===== src/rtl/instr_fetch_unit.sv =====
`default_nettype none
// ============================================================================
// Module      : instr_fetch_unit
// Description : Consumes addresses from the PC counter and issues fixed-latency
//               reads to instruction memory. Returned words are buffered with
//               their PC in a prefetch FIFO and handed to decode over a
//               valid/ready handshake. Flush drops buffered and in-flight work.
// Revision    : 1.0 - initial release
// ============================================================================
module instr_fetch_unit #(
    parameter int ADDR_W  = 10,
    parameter int DATA_W  = 32,
    parameter int DEPTH   = 4,
    parameter int MEM_LAT = 1
) (
    input  logic              clk,
    input  logic              rstn,
    input  logic [ADDR_W-1:0] pc_addr,
    input  logic              pc_valid,
    output logic              pc_ready,
    output logic              imem_rd,
    output logic [ADDR_W-1:0] imem_addr,
    input  logic [DATA_W-1:0] imem_rdata,
    output logic [DATA_W-1:0] instr_out,
    output logic [ADDR_W-1:0] instr_pc,
    output logic              instr_valid,
    input  logic              instr_ready,
    input  logic              flush
);

    localparam int PTR_W = $clog2(DEPTH);
    localparam int CNT_W = PTR_W + 1;
    // Wide enough to hold count + inflight without wrapping.
    localparam int SUM_W = $clog2(DEPTH + MEM_LAT + 1) + 1;

    // In-flight pipe: one valid/PC pair per cycle of memory latency.
    logic [MEM_LAT-1:0] pipe_vld_q;
    logic [ADDR_W-1:0]  pipe_pc_q [MEM_LAT];

    // Prefetch FIFO storage and control.
    logic [DATA_W-1:0]  fifo_data_q [DEPTH];
    logic [ADDR_W-1:0]  fifo_pc_q   [DEPTH];
    logic [PTR_W-1:0]   wr_ptr_q, wr_ptr_d;
    logic [PTR_W-1:0]   rd_ptr_q, rd_ptr_d;
    logic [CNT_W-1:0]   count_q,  count_d;

    logic [SUM_W-1:0]   inflight;
    logic               credit;
    logic               accept;
    logic               push;
    logic               pop;

    // Count in-flight reads; they already own a FIFO slot.
    always_comb begin
        inflight = '0;
        for (int i = 0; i < MEM_LAT; i++) begin
            inflight = inflight + SUM_W'(pipe_vld_q[i]);
        end
    end

    assign credit    = (SUM_W'(count_q) + inflight) < SUM_W'(DEPTH);
    assign pc_ready  = rstn & ~flush & credit;
    assign accept    = pc_valid & pc_ready;
    assign imem_rd   = accept;
    assign imem_addr = pc_addr;

    // A return landing during a flush is dropped, as is a pop.
    assign push = pipe_vld_q[MEM_LAT-1] & ~flush;
    assign pop  = instr_valid & instr_ready & ~flush;

    assign instr_valid = (count_q != '0);
    assign instr_out   = instr_valid ? fifo_data_q[rd_ptr_q] : '0;
    assign instr_pc    = instr_valid ? fifo_pc_q[rd_ptr_q]   : '0;

    // In-flight valid shift register; cleared by reset or flush.
    always_ff @(posedge clk) begin
        if (!rstn || flush) begin
            pipe_vld_q <= '0;
        end else begin
            pipe_vld_q[0] <= accept;
            for (int i = 1; i < MEM_LAT; i++) begin
                pipe_vld_q[i] <= pipe_vld_q[i-1];
            end
        end
    end

    // In-flight PC shift register; payload only, qualified by pipe_vld_q.
    always_ff @(posedge clk) begin
        pipe_pc_q[0] <= pc_addr;
        for (int i = 1; i < MEM_LAT; i++) begin
            pipe_pc_q[i] <= pipe_pc_q[i-1];
        end
    end

    // Capture returned word and its PC at the write pointer.
    always_ff @(posedge clk) begin
        if (rstn && push) begin
            fifo_data_q[wr_ptr_q] <= imem_rdata;
            fifo_pc_q[wr_ptr_q]   <= pipe_pc_q[MEM_LAT-1];
        end
    end

    // FIFO pointer and occupancy next-state; push+pop leaves count unchanged.
    always_comb begin
        wr_ptr_d = wr_ptr_q;
        rd_ptr_d = rd_ptr_q;
        count_d  = count_q;
        if (flush) begin
            wr_ptr_d = '0;
            rd_ptr_d = '0;
            count_d  = '0;
        end else begin
            if (push) wr_ptr_d = wr_ptr_q + PTR_W'(1);
            if (pop)  rd_ptr_d = rd_ptr_q + PTR_W'(1);
            case ({push, pop})
                2'b10:   count_d = count_q + CNT_W'(1);
                2'b01:   count_d = count_q - CNT_W'(1);
                default: count_d = count_q;
            endcase
        end
    end

    // FIFO control registers with synchronous active-low reset.
    always_ff @(posedge clk) begin
        if (!rstn) begin
            wr_ptr_q <= '0;
            rd_ptr_q <= '0;
            count_q  <= '0;
        end else begin
            wr_ptr_q <= wr_ptr_d;
            rd_ptr_q <= rd_ptr_d;
            count_q  <= count_d;
        end
    end

    // Credit accounting must make a write into a full FIFO impossible.
    a_no_overflow: assert property (@(posedge clk) disable iff (!rstn)
        !(push && !pop && (count_q == CNT_W'(DEPTH))));

endmodule
`default_nettype wire


===== config.mk =====
export PLATFORM = sky130hd
export DESIGN_NAME = instr_fetch_unit
export DESIGN_NICKNAME = d
export VERILOG_FILES = /design/src/rtl/instr_fetch_unit.sv
export SDC_FILE = /design/constraint.sdc
export NUM_CORES = 1
export LEC_CHECK = 0
export ABC_AREA = 1
export CORE_UTILIZATION = 49
export CTS_CLUSTER_SIZE = 20
export DETAILED_ROUTE_END_ITERATION = 7
export PLACE_DENSITY = 0.81
export SYNTH_ARGS = -nofsm -noshare
export SYNTH_HDL_FRONTEND = slang
export SYNTH_SLANG_ARGS = --single-unit

===== constraint.sdc =====
create_clock -name clk -period 3.3 [get_ports clk]
set_input_delay 0.495 -clock clk [delete_from_list [all_inputs] [get_ports clk]]
set_output_delay 0.495 -clock clk [all_outputs]
set_load 0.005 [all_outputs]

==> out/results.txt, run 1 <==
Layout area overhead - 24.9%
Synth Net Count - 646
Pin count of the biggest net entering global routing - 61
CTS tree - built
Die W - 124 um
Worst setup SP type - register
Placed insts - 845
Cell Area, Synth - 7280 um2
Starting Density - 50.1%
Synthesized flop and latch total - 188
Leading cell types in the layout, fill and taps excluded - nor2_1, edfxtp_1, clkdlybuf4s50_1, o21ai_0, a21oi_1
Routability cong. - 0.763
Worst-Margin Slew - 0.858 ns
Crit-path slowest cell - dfxtp_4
Cells taking the most area after synthesis - edfxtp_1, nor2_1, dfxtp_1
Initial DRC Count - 374
Remaining Overflow, GRT - 0
Fraction of layout cells with a size suffix above 1 - 6.49%
DR pass1 iterations - 5
Final worst setup slack - 0.253 ns
Final hold slack - 0.483 ns
Non-Filler Instances - 877
Placed Area - 8450 um2
Later-pin clock latency in the skew report - 0.42 ns
# DRC - 0
Root Driver - clkbuf_16
Clock sink count - 188
Ports - 102
CTS Buffer Depth - 2
DRT antenna net count - 0
Total die area - 15300 um2
Port bufs - 101
CP most frequent cell - nor2_1
Tot Pwr - 4.92 mW
Sequential area share after synthesis - 74.8%
Fin util - 62.5%
Pins Over Slew Limit - 0
Fmax - 328 MHz
Vias - 4685
Core Box Area - 14500 um2
RSZ-0062 raised after global routing - no
Setup_tns - 0 ns
Commonest non-fill, non-tap cell in the layout - nor2_1
Leading area contributor after synthesis - edfxtp_1
Worst EP arrival - 2.55 ns
Relative slew slack - 42.7%
Hold Vio Cnt, Final - 0
Max FO, Critical Path - 50
WL final - 14.8 mm
Power Dens Cells - 542 nW/um2
Run status - complete, no violations
HPWL reported at the end of detailed placement - 8.61 mm
Max incr delay on CP - 0.59 ns
Syn avg cell area - 12.3 um2
Initial antenna violation count - 1
# nets final - 733
Design area - 9090 um2
Max IR drop VDD - 0.496 mV
CP Cell Sequence - buf_6, nor2_1, nor2_1, o21ai_0, a21oi_1, clkdlybuf4s50_1
Clk_skew - 0.00598 ns
Synth cell types - 18
N_diodes - 0
Final setup violating endpoints - 0
Crit path capture type - output pin
Final period utilization - 92.3%
Yosys Warn Count - 0
Total Routing Usage GR - 20.5%
Vias in the first global route - 4613
Setup WS pre-CTS - 0.625 ns
DR WL/cell - 16.9 um
Die H - 124 um
Top-area cell type share of the netlist area - 69.3%
Worst setup path class - reg2out
CTS buffer count - 17
Clk slew on worst S/H paths - 0.06 ns
Via-per-instance ratio - 5.34
Worst Path Required - 2.80 ns
Hold Crit Class - reg2reg
H-tree Lvls - 4
Post-Synthesis Cells - 593
# Max-Cap Violations - 0
P_leak - 3.11 nW
First-pass GRT wire length - 22.7 mm
Rows - 44
Fin crit period - 3.05 ns
## repair_timing
action / 4_1_cts / 5_1_grt
setup buffers: 0 / 0
hold buffers: 0 / 0
setup endpoints to repair: 0 / 2
gates resized for setup: 0 / 1
hold endpoints to repair: 0 / 0
## cell type report
type	instances	area, um2
flip-flops and latches	188	5450
fillers	1081	5450
multi-input cells	341	1550
repair buffers	109	1140
clock buffers	20	437
well taps	184	230
clock inverters	12	195
inverters	23	86.3
## synthesized netlist by cell type
library cell / instances
a21oi_1: 46
inv_1: 20
xnor2_1: 1
buf_2: 3
edfxtp_1: 168
dfxtp_1: 20
nand2_1: 13
fa_1: 1
o21ai_0: 62
nor2_1: 182
clkinv_1: 1
inv_2: 2
nand3_1: 5
o21ai_1: 25
nand2_2: 1
buf_4: 18
clkbuf_1: 20
ha_1: 5
## critical path, delay by kind of cell (launching register included)
| kind | cells | cell delay, ns |
|---|---|---|
| AOI/OAI and AO/OA | 2 | 0.37 |
| DFF | 1 | 0.59 |
| and+or+nand+nor | 2 | 0.20 |
| buffers and inverters | 2 | 0.97 |
## worst paths after layout
| check | startpoint | end | slack, ns | cells past startpoint |
|---|---|---|---|---|
| worst max-delay path | register | instr_pc[8] | 0.25 | 6 |
| worst min-delay path | pipe_pc_q[0][8] | fifo_pc_q[2][8] | 0.48 | 0 |
| worst max register to register | count_q[0] | count_q[2] | 1.36 | 13 |
| worst min register to register | pipe_pc_q[0][8] | fifo_pc_q[2][8] | 0.48 | 0 |
## routing by layer
metal	routed length [um]	vias to the layer above	track usage, %
met5	16	-	0
met4	307	2	7.38
met3	1010	25	5.77
met2	7690	179	35.3
met1	5820	2252	24.5
li1	-	2227	-
## state kept, by name (all words and copies together), names as in the netlist, named ones only
signal       cells
fifo_data_q    128
fifo_pc_q       40
pipe_pc_q       10
count_q          3
rd_ptr_q         2
wr_ptr_q         2
pipe_vld_q       1
## logic make-up after synthesis
logic type | synth area share, %
and+or+nand+nor | 10.5
DFF | 74.8
AOI/OAI and AO/OA | 9.15
buffers and inverters | 4.28
adders and majority gates | 1.13
xor gates and xnor gates | 0.120
## report_power, final
group / total, mW / internal, mW / switching (mW)
sequential: 2.61 / 2.60 / 0.0111
clock: 2.15 / 1.34 / 0.813
combinational: 0.155 / 0.0874 / 0.0675
total: 4.92 / 4.03 / 0.891
(Power assumes the default switching activity.)
==> run 2, diff against run 1 <==
- PLACE_DENSITY: 0.81 -> 0.88
- SLEW_MARGIN: default -> 10
- clock period: 3.3 -> 2.8 ns (I/O delays scaled with it)
==> run 2 against run 1 <==
Non-clock buffer count increased by 7. Clock-buffer cell count decreased by 2. Register-to-register slack lost 0.48 ns. Largest power group unchanged.
==> out/results.txt, run 2 (synthesis results as in run 1) <==
CP Cell Sequence - inv_2, buf_12, o21ai_0, a21oi_1, clkdlybuf4s50_1
Pin count of the biggest net entering global routing - 43 (-30%)
Switching fraction of total power - 18.7% (+0.57 points)
Final period utilization - 95.7%
Worst setup SP type - register
H-tree Lvls - 4 (unchanged)
Max IR drop VDD - 0.528 mV (+6.4%)
Power Dens Cells - 627 nW/um2 (+16%)
Final setup violating endpoints - 0 (unchanged)
Top flop regs - fifo_data_q (128), fifo_pc_q (40), pipe_pc_q (10)
Rows - 44 (unchanged)
Relative slew slack - 44.4% (+1.7 points)
Worst-Margin Slew - 0.832 ns (-0.0250 ns)
Core Box Area - 14500 um2 (unchanged)
Leading cell types in the layout, fill and taps excluded - nor2_1, edfxtp_1, clkdlybuf4s50_1, o21ai_0, a21oi_1
N_diodes - 0 (unchanged)
Worst Path Buf+Inv - 3 (+1)
Clock sink count - 188 (unchanged)
Setup WS pre-CTS - 0.420 ns (-0.205 ns)
Crit-path slowest cell - clkdlybuf4s50_1
Combinational share of power - 3.2% (about the same)
Hold Crit Class - in2reg
FILL cells - 1028 (-4.9%)
Remaining Overflow, GRT - 0 (unchanged)
WP depth - 5 (-1)
CTS Buffer Depth - 2 (unchanged)
P_leak - 3.13 nW (+0.89%)
Postcts setup bufs - 0 (unchanged)
Initial antenna violation count - 0 (-1)
# DRC - 0 (unchanged)
Vias - 4758 (+1.6%)
Total Routing Usage GR - 21.4% (+0.93 points)
Commonest non-fill, non-tap cell in the layout - nor2_1
CTS tree - built
Delay-heaviest family, CP - buffers and inverters
Initial DRC Count - 526 (+41%)
WL final - 15.5 mm (+4.6%)
DR WL/cell - 17.6 um (+3.8%)
RSZ-0062 raised after global routing - no
# nets final - 740 (+0.95%)
Post-cts resize count - 0 (unchanged)
Total die area - 15300 um2 (unchanged)
Ports - 102 (unchanged)
Routability cong. - 0.828 (+8.5%)
Port bufs - 101 (unchanged)
Final worst setup slack - 0.121 ns (-0.132 ns)
Reg2Reg Depth - 12 (-1)
Worst Path Required - 2.38 ns (-0.42 ns)
Clk slew on worst S/H paths - 0.07 ns (about the same)
First-pass GRT wire length - 23.9 mm (+5.3%)
Register area - 5450 um2 (unchanged)
Crit path capture type - output pin
Power share of the clock group - 42.9% (-0.8 points)
HPWL reported at the end of detailed placement - 9.57 mm (+11%)
Placed Area - 8520 um2 (+0.77%)
# Max-Cap Violations - 0 (unchanged)
Int Pwr - 4.65 mW (+15%)
Hold Vio Cnt, Final - 0 (unchanged)
Largest register FFs - 128 (unchanged)
CTS buffer count - 17 (unchanged)
Vias in the first global route - 4853 (+5.2%)
Design area - 9120 um2 (+0.39%)
Die W - 124 um (unchanged)
Fmax - 373 MHz
Die H - 124 um (unchanged)
Worst EP arrival - 2.26 ns (-0.29 ns)
Hold_buf cts - 0 (unchanged)
Clk_skew - 0.00664 ns (+0.000659 ns)
Fraction of layout cells with a size suffix above 1 - 7.57% (+1.1 points)
DRT antenna net count - 0 (unchanged)
Via-per-instance ratio - 5.38 (+0.75%)
Setup_tns - 0 ns (unchanged)
Run status - complete, no violations
Starting Density - 50.1% (unchanged)
Fin crit period - 2.68 ns
Pins Over Slew Limit - 0 (unchanged)
Reg power frac - 53.9% (+0.8 points)
DR pass1 iterations - 4 (-1)
Max incr delay on CP - 0.56 ns (-0.03 ns)
Fin util - 62.8% (+0.24 points)
Psw - 1.07 mW (+20%)
Largest Register - fifo_data_q
Later-pin clock latency in the skew report - 0.42 ns (about the same)
Hold Crit Depth - 1 (+1)
Area of the multi-input gates - 1550 um2 (unchanged)
Layout area overhead - 25.3%
Worst setup path class - reg2out
Max FO, Critical Path - 29 (-42%)
Root Driver - clkbuf_16
==> run 2: cell types whose count changed in the layout (fill, tap and decap cells not counted), sizes merged <==
cell / previous run / this run
clkinv: 8 / 9
clkinvlp: 0 / 2
buf: 8 / 15
clkbuf: 20 / 18
bufinv: 5 / 4
==> run 2: final timing paths <==
| path | start | to | slack, ns |
|---|---|---|---|
| worst max register to register | count_q[0] | count_q[2] | 0.88 |
| worst min register to register | pipe_pc_q[0][0] | fifo_pc_q[3][0] | 0.48 |
| worst max-delay path | register | instr_out[29] | 0.12 |
| worst min-delay path | pc_addr[8] | pipe_pc_q[0][8] | 0.46 |
==> run 2: area by class of cell <==
type,instances,share of cell area [%]
clock inverters,14,1.93
flip-flops and latches,188,59.8
well taps,184,2.52
clock buffers,18,4.71
inverters,23,0.947
multi-input cells,341,17.0
repair buffers,116,13.1
==> run 2: power groups by stage <==
stage / registers [mW] / logic [mW] / clock network, mW
after floorplan: 3.14 / 0.0504 / 0
after global placement: 3.14 / 0.178 / 0
after detailed placement: 3.14 / 0.184 / 0
after CTS: 3.08 / 0.186 / 2.48
after global routing: 3.08 / 0.200 / 2.60
final: 3.08 / 0.185 / 2.45
==> run 2: stage by stage <==
stage | cells | total power, mW | hold slack, ns
after floorplan | 593 | 3.19 | 0.438
after global placement | 852 | 3.32 | 0.449
after detailed placement | 852 | 3.32 | 0.468
after CTS | 884 | 5.75 | 0.447
after global routing | 884 | 5.88 | 0.461
final | 884 | 5.72 | 0.464
==> run 2: worst reg2reg max path: cells and delay by family, from the launching register on <==
family / cells / cell delay, ns
AND/OR/NAND/NOR: 8 / 0.69
buffers and inverters: 2 / 0.18
adder cells (fa/ha/maj): 2 / 0.57
flip-flops: 1 / 0.41
==> run 2: metal layers <==
layer | up-vias | wire length [um] | part of all wire, % | track usage, %
met2 | 188 | 8160 | 53 | 38.6
met5 | - | 0 | 0 | 0
met1 | 2314 | 6210 | 40 | 24.7
li1 | 2238 | - | - | -
met3 | 18 | 1020 | 6.5 | 5.95
met4 | 0 | 152 | 0.98 | 6.48
